--- src/rtl/uart_ctrl_pkg.sv ---
// Shared types and constants for the UART controller slice (arbiter, uart_tx, uart_rx top).
package uart_ctrl_pkg;

  localparam int unsigned BYTE_W             = 8;
  localparam int unsigned CLK_HZ             = 50_000_000;
  localparam int unsigned BAUD               = 115_200;
  localparam int unsigned CLKS_PER_BIT       = CLK_HZ / BAUD;
  localparam int unsigned FRAME_CYCLES       = 10 * CLKS_PER_BIT;
  localparam int unsigned TX_TIMEOUT_DEFAULT = 8192;

  typedef enum logic [1:0] {
    IDLE,
    ISSUE,
    WAIT_DONE,
    GAP
  } arb_state_e;

endpackage

--- src/rtl/rr_arbiter.sv ---
// Combinational round-robin pick: first valid requester at or after the pointer.
module rr_arbiter #(
  parameter int unsigned N_REQ = 4
) (
  input  logic [N_REQ-1:0]         req_valid_i,
  input  logic [$clog2(N_REQ)-1:0] ptr_i,
  output logic [N_REQ-1:0]         grant_oh_c_o,
  output logic [$clog2(N_REQ)-1:0] grant_idx_c_o,
  output logic                     any_valid_c_o
);

  localparam int unsigned IDX_W = $clog2(N_REQ);

  logic        found;
  int unsigned pos;

  always_comb begin
    grant_oh_c_o  = '0;
    grant_idx_c_o = '0;
    found         = 1'b0;
    pos           = 0;
    for (int unsigned k = 0; k < N_REQ; k++) begin
      pos = (32'(ptr_i) + k) % N_REQ;
      if (!found && req_valid_i[pos]) begin
        found              = 1'b1;
        grant_oh_c_o[pos]  = 1'b1;
        grant_idx_c_o      = IDX_W'(pos);
      end
    end
    any_valid_c_o = found;
  end

endmodule

--- src/rtl/uart_tx_arbiter.sv ---
// Round-robin sharing of one uart_tx among N_REQ byte producers, with a
// done-pulse watchdog and an optional idle gap between bytes.
module uart_tx_arbiter
  import uart_ctrl_pkg::*;
#(
  parameter int unsigned N_REQ          = 4,
  parameter int unsigned TIMEOUT_CYCLES = TX_TIMEOUT_DEFAULT,
  parameter int unsigned GAP_CYCLES     = 0
) (
  input  logic                      MAX10_CLK1_50,
  input  logic                      rst,
  input  logic [N_REQ-1:0]          req_valid,
  input  logic [BYTE_W*N_REQ-1:0]   req_data,
  output logic [N_REQ-1:0]          req_ready,
  output logic                      tx_dv,
  output logic [BYTE_W-1:0]         tx_byte,
  input  logic                      tx_active,
  input  logic                      tx_done,
  output logic                      busy,
  output logic [$clog2(N_REQ)-1:0]  grant_id,
  output logic                      timeout_err
);

  localparam int unsigned GNT_W    = $clog2(N_REQ);
  localparam int unsigned WD_W     = $clog2(TIMEOUT_CYCLES);
  localparam int unsigned GAP_W    = (GAP_CYCLES == 0) ? 1 : $clog2(GAP_CYCLES + 1);
  localparam int unsigned GAP_LAST = (GAP_CYCLES == 0) ? 0 : GAP_CYCLES - 1;
  localparam arb_state_e  DONE_NEXT = (GAP_CYCLES == 0) ? IDLE : GAP;

  arb_state_e        state_q;
  logic [N_REQ-1:0]  req_ready_q;
  logic              tx_dv_q;
  logic [BYTE_W-1:0] tx_byte_q;
  logic [GNT_W-1:0]  grant_id_q;
  logic              timeout_err_q;
  logic              busy_q;
  logic [WD_W-1:0]   wd_q;
  logic [GAP_W-1:0]  gap_q;
  logic [GNT_W-1:0]  ptr_q;

  logic [N_REQ-1:0]  grant_oh_c;
  logic [GNT_W-1:0]  grant_idx_c;
  logic              any_valid_c;
  logic [BYTE_W-1:0] tx_byte_d;
  logic [GNT_W-1:0]  ptr_d;

  rr_arbiter #(
    .N_REQ (N_REQ)
  ) u_rr (
    .req_valid_i   (req_valid),
    .ptr_i         (ptr_q),
    .grant_oh_c_o  (grant_oh_c),
    .grant_idx_c_o (grant_idx_c),
    .any_valid_c_o (any_valid_c)
  );

  // Winner's byte and the pointer slot just past the winner.
  always_comb begin
    tx_byte_d = req_data[grant_idx_c*BYTE_W +: BYTE_W];
    ptr_d     = (grant_idx_c == GNT_W'(N_REQ - 1)) ? '0 : grant_idx_c + GNT_W'(1);
  end

  always_ff @(posedge MAX10_CLK1_50) begin
    if (rst) begin
      state_q       <= IDLE;
      req_ready_q   <= '0;
      tx_dv_q       <= 1'b0;
      tx_byte_q     <= '0;
      grant_id_q    <= '0;
      timeout_err_q <= 1'b0;
      busy_q        <= 1'b0;
      wd_q          <= '0;
      gap_q         <= '0;
      ptr_q         <= '0;
    end else begin
      timeout_err_q <= 1'b0;
      case (state_q)
        IDLE: begin
          // A frame still in flight (e.g. after reset) blocks arbitration.
          if (!tx_active && any_valid_c) begin
            tx_byte_q   <= tx_byte_d;
            grant_id_q  <= grant_idx_c;
            req_ready_q <= grant_oh_c;
            tx_dv_q     <= 1'b1;
            ptr_q       <= ptr_d;
            busy_q      <= 1'b1;
            state_q     <= ISSUE;
          end
        end
        ISSUE: begin
          req_ready_q <= '0;
          tx_dv_q     <= 1'b0;
          wd_q        <= '0;
          state_q     <= WAIT_DONE;
        end
        WAIT_DONE: begin
          wd_q <= wd_q + WD_W'(1);
          // tx_done takes precedence over a coincident watchdog expiry.
          if (tx_done || (wd_q == WD_W'(TIMEOUT_CYCLES - 1))) begin
            timeout_err_q <= !tx_done;
            gap_q         <= '0;
            busy_q        <= (DONE_NEXT != IDLE);
            state_q       <= DONE_NEXT;
          end
        end
        GAP: begin
          if (gap_q == GAP_W'(GAP_LAST)) begin
            busy_q  <= 1'b0;
            state_q <= IDLE;
          end else begin
            gap_q <= gap_q + GAP_W'(1);
          end
        end
        default: begin
          busy_q  <= 1'b0;
          state_q <= IDLE;
        end
      endcase
    end
  end

  assign req_ready   = req_ready_q;
  assign tx_dv       = tx_dv_q;
  assign tx_byte     = tx_byte_q;
  assign grant_id    = grant_id_q;
  assign timeout_err = timeout_err_q;
  assign busy        = busy_q;

endmodule

--- config.mk ---
export PLATFORM = sky130hd
export DESIGN_NAME = uart_tx_arbiter
export DESIGN_NICKNAME = d
export VERILOG_FILES = /design/src/rtl/uart_ctrl_pkg.sv /design/src/rtl/rr_arbiter.sv /design/src/rtl/uart_tx_arbiter.sv
export SDC_FILE = /design/constraint.sdc
export NUM_CORES = 1
export LEC_CHECK = 0
export ABC_AREA = 0
export BUFFER_PORTS_ARGS = -buffer_cell sky130_fd_sc_hd__buf_2
export CORE_MARGIN = 2
export CORE_UTILIZATION = 43
export CTS_CLUSTER_DIAMETER = 200
export DETAILED_ROUTE_END_ITERATION = 16
export GPL_TIMING_DRIVEN = 0
export MAX_ROUTING_LAYER = met4
export PLACE_DENSITY = 0.72
export SETUP_SLACK_MARGIN = 0.15
export SLEW_MARGIN = 25
export SYNTH_ARGS = -nofsm -noshare
export SYNTH_HDL_FRONTEND = slang
export SYNTH_SLANG_ARGS = --single-unit
--- constraint.sdc ---
create_clock -name MAX10_CLK1_50 -period 3 [get_ports MAX10_CLK1_50]
set_input_delay 0.3 -clock MAX10_CLK1_50 [delete_from_list [all_inputs] [get_ports MAX10_CLK1_50]]
set_output_delay 0.3 -clock MAX10_CLK1_50 [all_outputs]
set_load 0.05 [all_outputs]
### Word-level counts from Yosys, hierarchy flattened

Cells that the tools add are included.

* bitwise operators: 5
* magnitude comparators: 8
* mux-type cells: 43
* reduce and logical (&&, ||, !) cells: 25
* add/subtract/negate cells: 6
* shifts and indexed selects: 1
* equal/unequal tests: 8

Operators with widths (count)
* 32-bit by 6-bit indexed part select with 8-bit output: 1
* 13-bit one-hot mux with 2 select lines: 1
* 4-bit 2-to-1 mux: 5
* 1-bit 2-to-1 mux: 16
* 2-bit 2-to-1 mux: 8
* 13-bit by 1-bit adder with 13-bit output (second input constant): 1
* 13-bit equality test (second input constant): 1
* 2-bit by 3-bit less-than comparator with 1-bit output (second input constant): 4
* 4-bit bitwise OR: 3
* 1-bit binary-select mux with 2-bit select: 4
* 1-bit demux with 2-bit select: 4
* 2-bit by 1-bit greater-or-equal comparator with 1-bit output (second input constant): 4
* 1-bit logical AND: 8
* 2-bit one-hot mux with 4 select lines: 1
* 4-bit one-hot mux with 2 select lines: 1
* 2-bit equality test (second input constant): 3
* 2-bit inequality test (second input constant): 3
* 2-bit AND reduction: 3
* 2-bit nonzero test: 3
* 1-bit zero test: 5
* 2-bit by 1-bit adder with 2-bit output (second input constant): 2
* 2-bit adder (second input constant): 2
* 1-bit one-hot mux with 2 select lines: 2
* 4-bit AND reduction: 1
* other kinds (9): 10

* input port bits: 40
* logic and storage cells: 106
* flip-flop bits (word level): 35
* output and inout bits: 17

### Longest topological paths before layout

* word-level depth: 15
* mapped depth: 11
* mapped depth without buffers: 8

### Hierarchy

A second synthesis with hierarchy kept.

* cells, all modules: 227
* area, all modules: 2125.8 um^2

By module, submodules not included
* uart_tx_arbiter: seq. area each 680.7 um^2, instances 1, cells each 182, area each 1704.1 um^2
* rr_arbiter: seq. area each 0.0 um^2, instances 1, cells each 45, area each 421.7 um^2

### Least setup slack after synthesis

Ideal clock, no wire load.

* path type: register to register
* start: register ptr_q[1]
* end: register tx_byte_q[6], in the netlist tx_byte[6]
* path buffers: 3
* slack: 268 ps
* required time: 2884 ps
* stages on the path, launching flop included: 11
* library setup time: 116 ps
* period minus slack after synthesis: 2732 ps
* data arrival time: 2616 ps
* path through: dfxtp_1 > buf_2 > inv_1 > ha_1 > clkbuf_1 > mux4_2 > o21ai_1 > and2_4 > buf_6 > mux2_4 > o211a_1

* word-level cells in the longest chain between the ends: 14
* elaborated cells between the ends (all ways): 28
* classes of those cells: 3 x add/sub; 1 x shift; 16 x mux; 8 x reduce/logical

Ends and longest elaborated chain
* start: declaration: line uart_tx_arbiter.sv:39 `logic [GNT_W-1:0] ptr_q;`
* start signal: assignment: line uart_tx_arbiter.sv:85 `ptr_q <= ptr_d;`
* parallel branches: the longest is 14 deep, another holds 2-bit by 1-bit adder with 2-bit output
* end signal: assignment: line uart_tx_arbiter.sv:81 `tx_byte_q <= tx_byte_d;`
* end: declaration: line uart_tx_arbiter.sv:33 `logic [BYTE_W-1:0] tx_byte_q;`

Parallel ways; which one is timed is not known. The select of a mux whose other input is x is not followed.
A chain may end at the register's enable or synchronous reset.

### Final worst setup path

* start: register ptr_q[1]
* end: register tx_byte_q[2], in the netlist tx_byte[2]

Same word-level chain as after synthesis.

==> metrics.md <==
| Metric | Value |
|---|---|
| Status | finished clean |
| Die height | 78.4 um |
| Clock power share | 16.3% |
| Post-route ant nets | 0 |
| DR vias/cell | 5.69 |
| Worst r2r dst | tx_byte[2] |
| LEAKAGE | 1.21 nW |
| RSZ-0062 raised after global routing | no |
| Vias in the first global route | 2259 |
| Layout cell share with drive strength beyond 1 | 28.0% |
| Final Wtd Congestion | 0.822 |
| Max_cap viols | 0 |
| Synth Instances | 289 |
| Clk slew on worst S/H paths | 0.08 ns |
| FF+latch count, synth | 34 |
| Seq. cell area | 686 um2 |
| Htree depth | 2 |
| CTS tree | built |
| NetSw | 1.28 mW |
| Clock Tree Buf Depth | 2 |
| Max FO, Critical Path | 10 |
| Final Skew | 0.0105 ns |
| Multi-input gate area in the final layout | 1610 um2 |
| Cell area after synthesis | 2380 um2 |
| Synthesized Nets | 343 |
| Worst path bufs/invs | 3 |
| Initial Util | 43.8% |
| CP Capture Type | flip-flop |
| Total grt overflow | 0 |
| Critical Path Sink | tx_byte[2] |
| CP max stage cell | mux4_2 |
| R2r setup slk | 0.22 ns |
| Internal power | 1.40 mW |
| Async set-reset flop share out of synthesis | 0% |
| Crit path DAT | 2.94 ns |
| CP max stage delay | 0.41 ns |
| Comb power frac | 60.2% |
| DRT Wirelength | 6.51 mm |
| Core area | 5440 um2 |
| Sw frac | 47.8% |
| Req. time, crit path | 3.16 ns |
| Max Clock Freq | 0.360 GHz |
| First-pass GRT wire length | 10.8 mm |
| CP cell instances | buf_4 -> inv_1 -> ha_1 -> clkbuf_4 -> mux4_2 -> o21a_1 -> a221o_1 -> a221oi_1 -> a2111oi_2 |
| Worst R2R Start | ptr_q[1] |
| Top Ports | 57 |
| Post-layout min period | 2.78 ns |
| Setup crit start | ptr_q[1] |
| PwrDens | 913 nW/um2 |
| Synth top area cells | dfxtp_1 (29%), ha_1 (7.4%), nor2_1 (5.5%) |
| Class of the worst hold path | in -> reg |
| Most frequent cells in the layout | buf_2 (56), nor2_1 (35), nand2_1 (34) |
| Clk sinks | 34 |
| Die W | 78.4 um |
| Tcrit/Tclk final | 92.6% |
| Register-to-Register Path Depth | 9 |
| Initial antenna violation count | 0 |
| Seq pwr share | 23.5% |
| EDFF count, synth | 0 |
| Root Driver | clkbuf_8 |
| First-pass iteration count of the detailed router | 4 |
| Worst vdd ir | 542 uV |
| Total CTS buffers | 5 |
| Maximum number of pins on one net before global-route repair | 11 |
| Synth Flop Type | dfxtp_1 |
| Largest area contributor in the netlist | dfxtp_1 |
| Seq/Total Area, Yosys | 28.6% |
| Port bufs | 54 |
| Fin. Hold Viols | 0 |
| Slew Limit Fails | 0 |
| Hold bufs inserted after CTS | 0 |
| Power, Total | 2.68 mW |
| Dpl hpwl | 4.78 mm |
| Slew @ Worst Pin | 0.622 ns |
| Post-synth top area share | 28.6% |
| Layout filler cell count | 521 |
| Total GRT Usage | 22.3% |
| Finish-stage setup viols | 0 |
| # diodes | 0 |
| Crit path depth | 9 |
| Die ar. | 6150 um2 |
| Crit path launch type | flip-flop |
| Max-slew headroom | 58.4% |
| Synthesized area per cell | 8.23 um2 |
| Yosys cell types | 52 |
| Crit path kind | reg -> reg |
| Initial DRC count | 160 |
| Number of remaining DRC errors | 0 |
| Most common cell after layout, fill and taps aside | buf_2 |
| Wire per inst | 15.3 um |
| Vias | 2423 |
| Clock Latency Late Sink | 0.29 ns |
| Top delay family on crit path | compound AO/OA/AOI/OAI gates |
| NumNets Final | 408 |
| Synth Warn # | 0 |
| Syn-to-layout area delta | 23.2% |
| Row count | 27 |
| Hold Worst Slack | 0.273 ns |
cells by family (layout without fill, tap and decap cells):
family	count (synthesis)	in the layout	share of synthesized area [%]
AO/OA/AOI/OAI	80	80	25.3
XOR/XNOR	10	10	3.68
adder cells (fa/ha/maj)	14	14	7.36
buffers and inverters	27	92	5.10
multiplexers	16	16	8.52
flip-flops	34	34	28.6
AND/OR/NAND/NOR	108	108	21.4
registers in the layout, summed over array words and instances (netlist names):
signal,flops
busy,1
grant_id,2
ptr_q,2
req_ready,4
state_q,2
timeout_err,1
tx_byte,8
tx_dv,1
wd_q,13
through the flow:
stage	setup WS [ns]	cell area, um2	cells	util [%]	setup TNS, ns
3_3_place_gp	-0.133	2740	415	50.4	-0.521
4_1_cts	0.150	2890	423	53.1	0
2_1_floorplan	0.268	2380	289	-	0
5_1_grt	0.140	2930	426	53.9	0
6_report	0.222	2930	426	53.9	0
3_5_place_dp	-0.183	2740	415	50.4	-0.871
metal layers:
| layer | GRT usage (%) | up-vias | part of all wire, % |
|---|---|---|---|
| li1 | - | 1198 | - |
| met1 | 29.6 | 1142 | 48 |
| met2 | 35.4 | 74 | 46 |
| met3 | 4.37 | 9 | 5.5 |
| met4 | 4.74 | 0 | 1.1 |
| met5 | - | - | 0 |
power by group through the flow:
stage / Sequential (mW) / Combinational [mW] / Clock (mW)
finish: 0.630 / 1.61 / 0.435
CTS: 0.625 / 1.56 / 0.440
global placement: 0.630 / 1.49 / 0
floorplan: 0.864 / 0.940 / 0
detailed placement: 0.633 / 1.52 / 0
global route: 0.644 / 1.76 / 0.468
tightest hold or removal path, stage by stage:
cell,delay [ns]
buf_2,0.10
nand2_1,0.06
a2111oi_2,0.06
cell usage after synthesis (all sizes together), types with 2 or more instances:
master	number
o32ai	2
mux2i	6
or4	2
dfxtp	34
a211oi	4
nand2	34
a221oi	11
and3	4
a21oi	12
o21a	3
ha	14
mux4	2
a32oi	4
a31oi	2
a21o	2
o21ai	14
a2111oi	3
a221o	4
nor2	35
inv	8
nand2b	7
xor2	5
a22oi	8
o221ai	4
xnor2	5
nand4	4
buf	7
mux2	8
nand3	12
clkbuf	12
and2	3
timing repair:
item / in CTS / in global routing
gates resized for setup: 8 / 8
endpoints found under the setup margin: 14 / 9
setup buffers: 1 / 3
cell type report:
class                           count  share of cell area [%]
Multi-Input combinational cell    228                    54.8
Buffer                             19                    3.46
Clock inverter                      1                    1.02
Clock buffer                        6                    2.82
Inverter                            8                    1.15
Timing Repair Buffer               58                    10.2
Sequential cell                    34                    23.4
Tap cell                           72                    3.07
how the worst min path moves through the flow:
stage,depth (start not counted),endpoint,slack (ns),from
6_report,3,tx_byte[2],0.27,req_data[2]
3_5_place_dp,1,tx_dv,0.45,tx_dv
5_1_grt,3,tx_byte[2],0.27,req_data[2]
3_3_place_gp,1,tx_dv,0.45,tx_dv
2_1_floorplan,2,tx_byte[3],0.47,req_data[11]
4_1_cts,3,tx_byte[2],0.28,req_data[2]
Note: power is estimated with default switching activity, not from simulation.
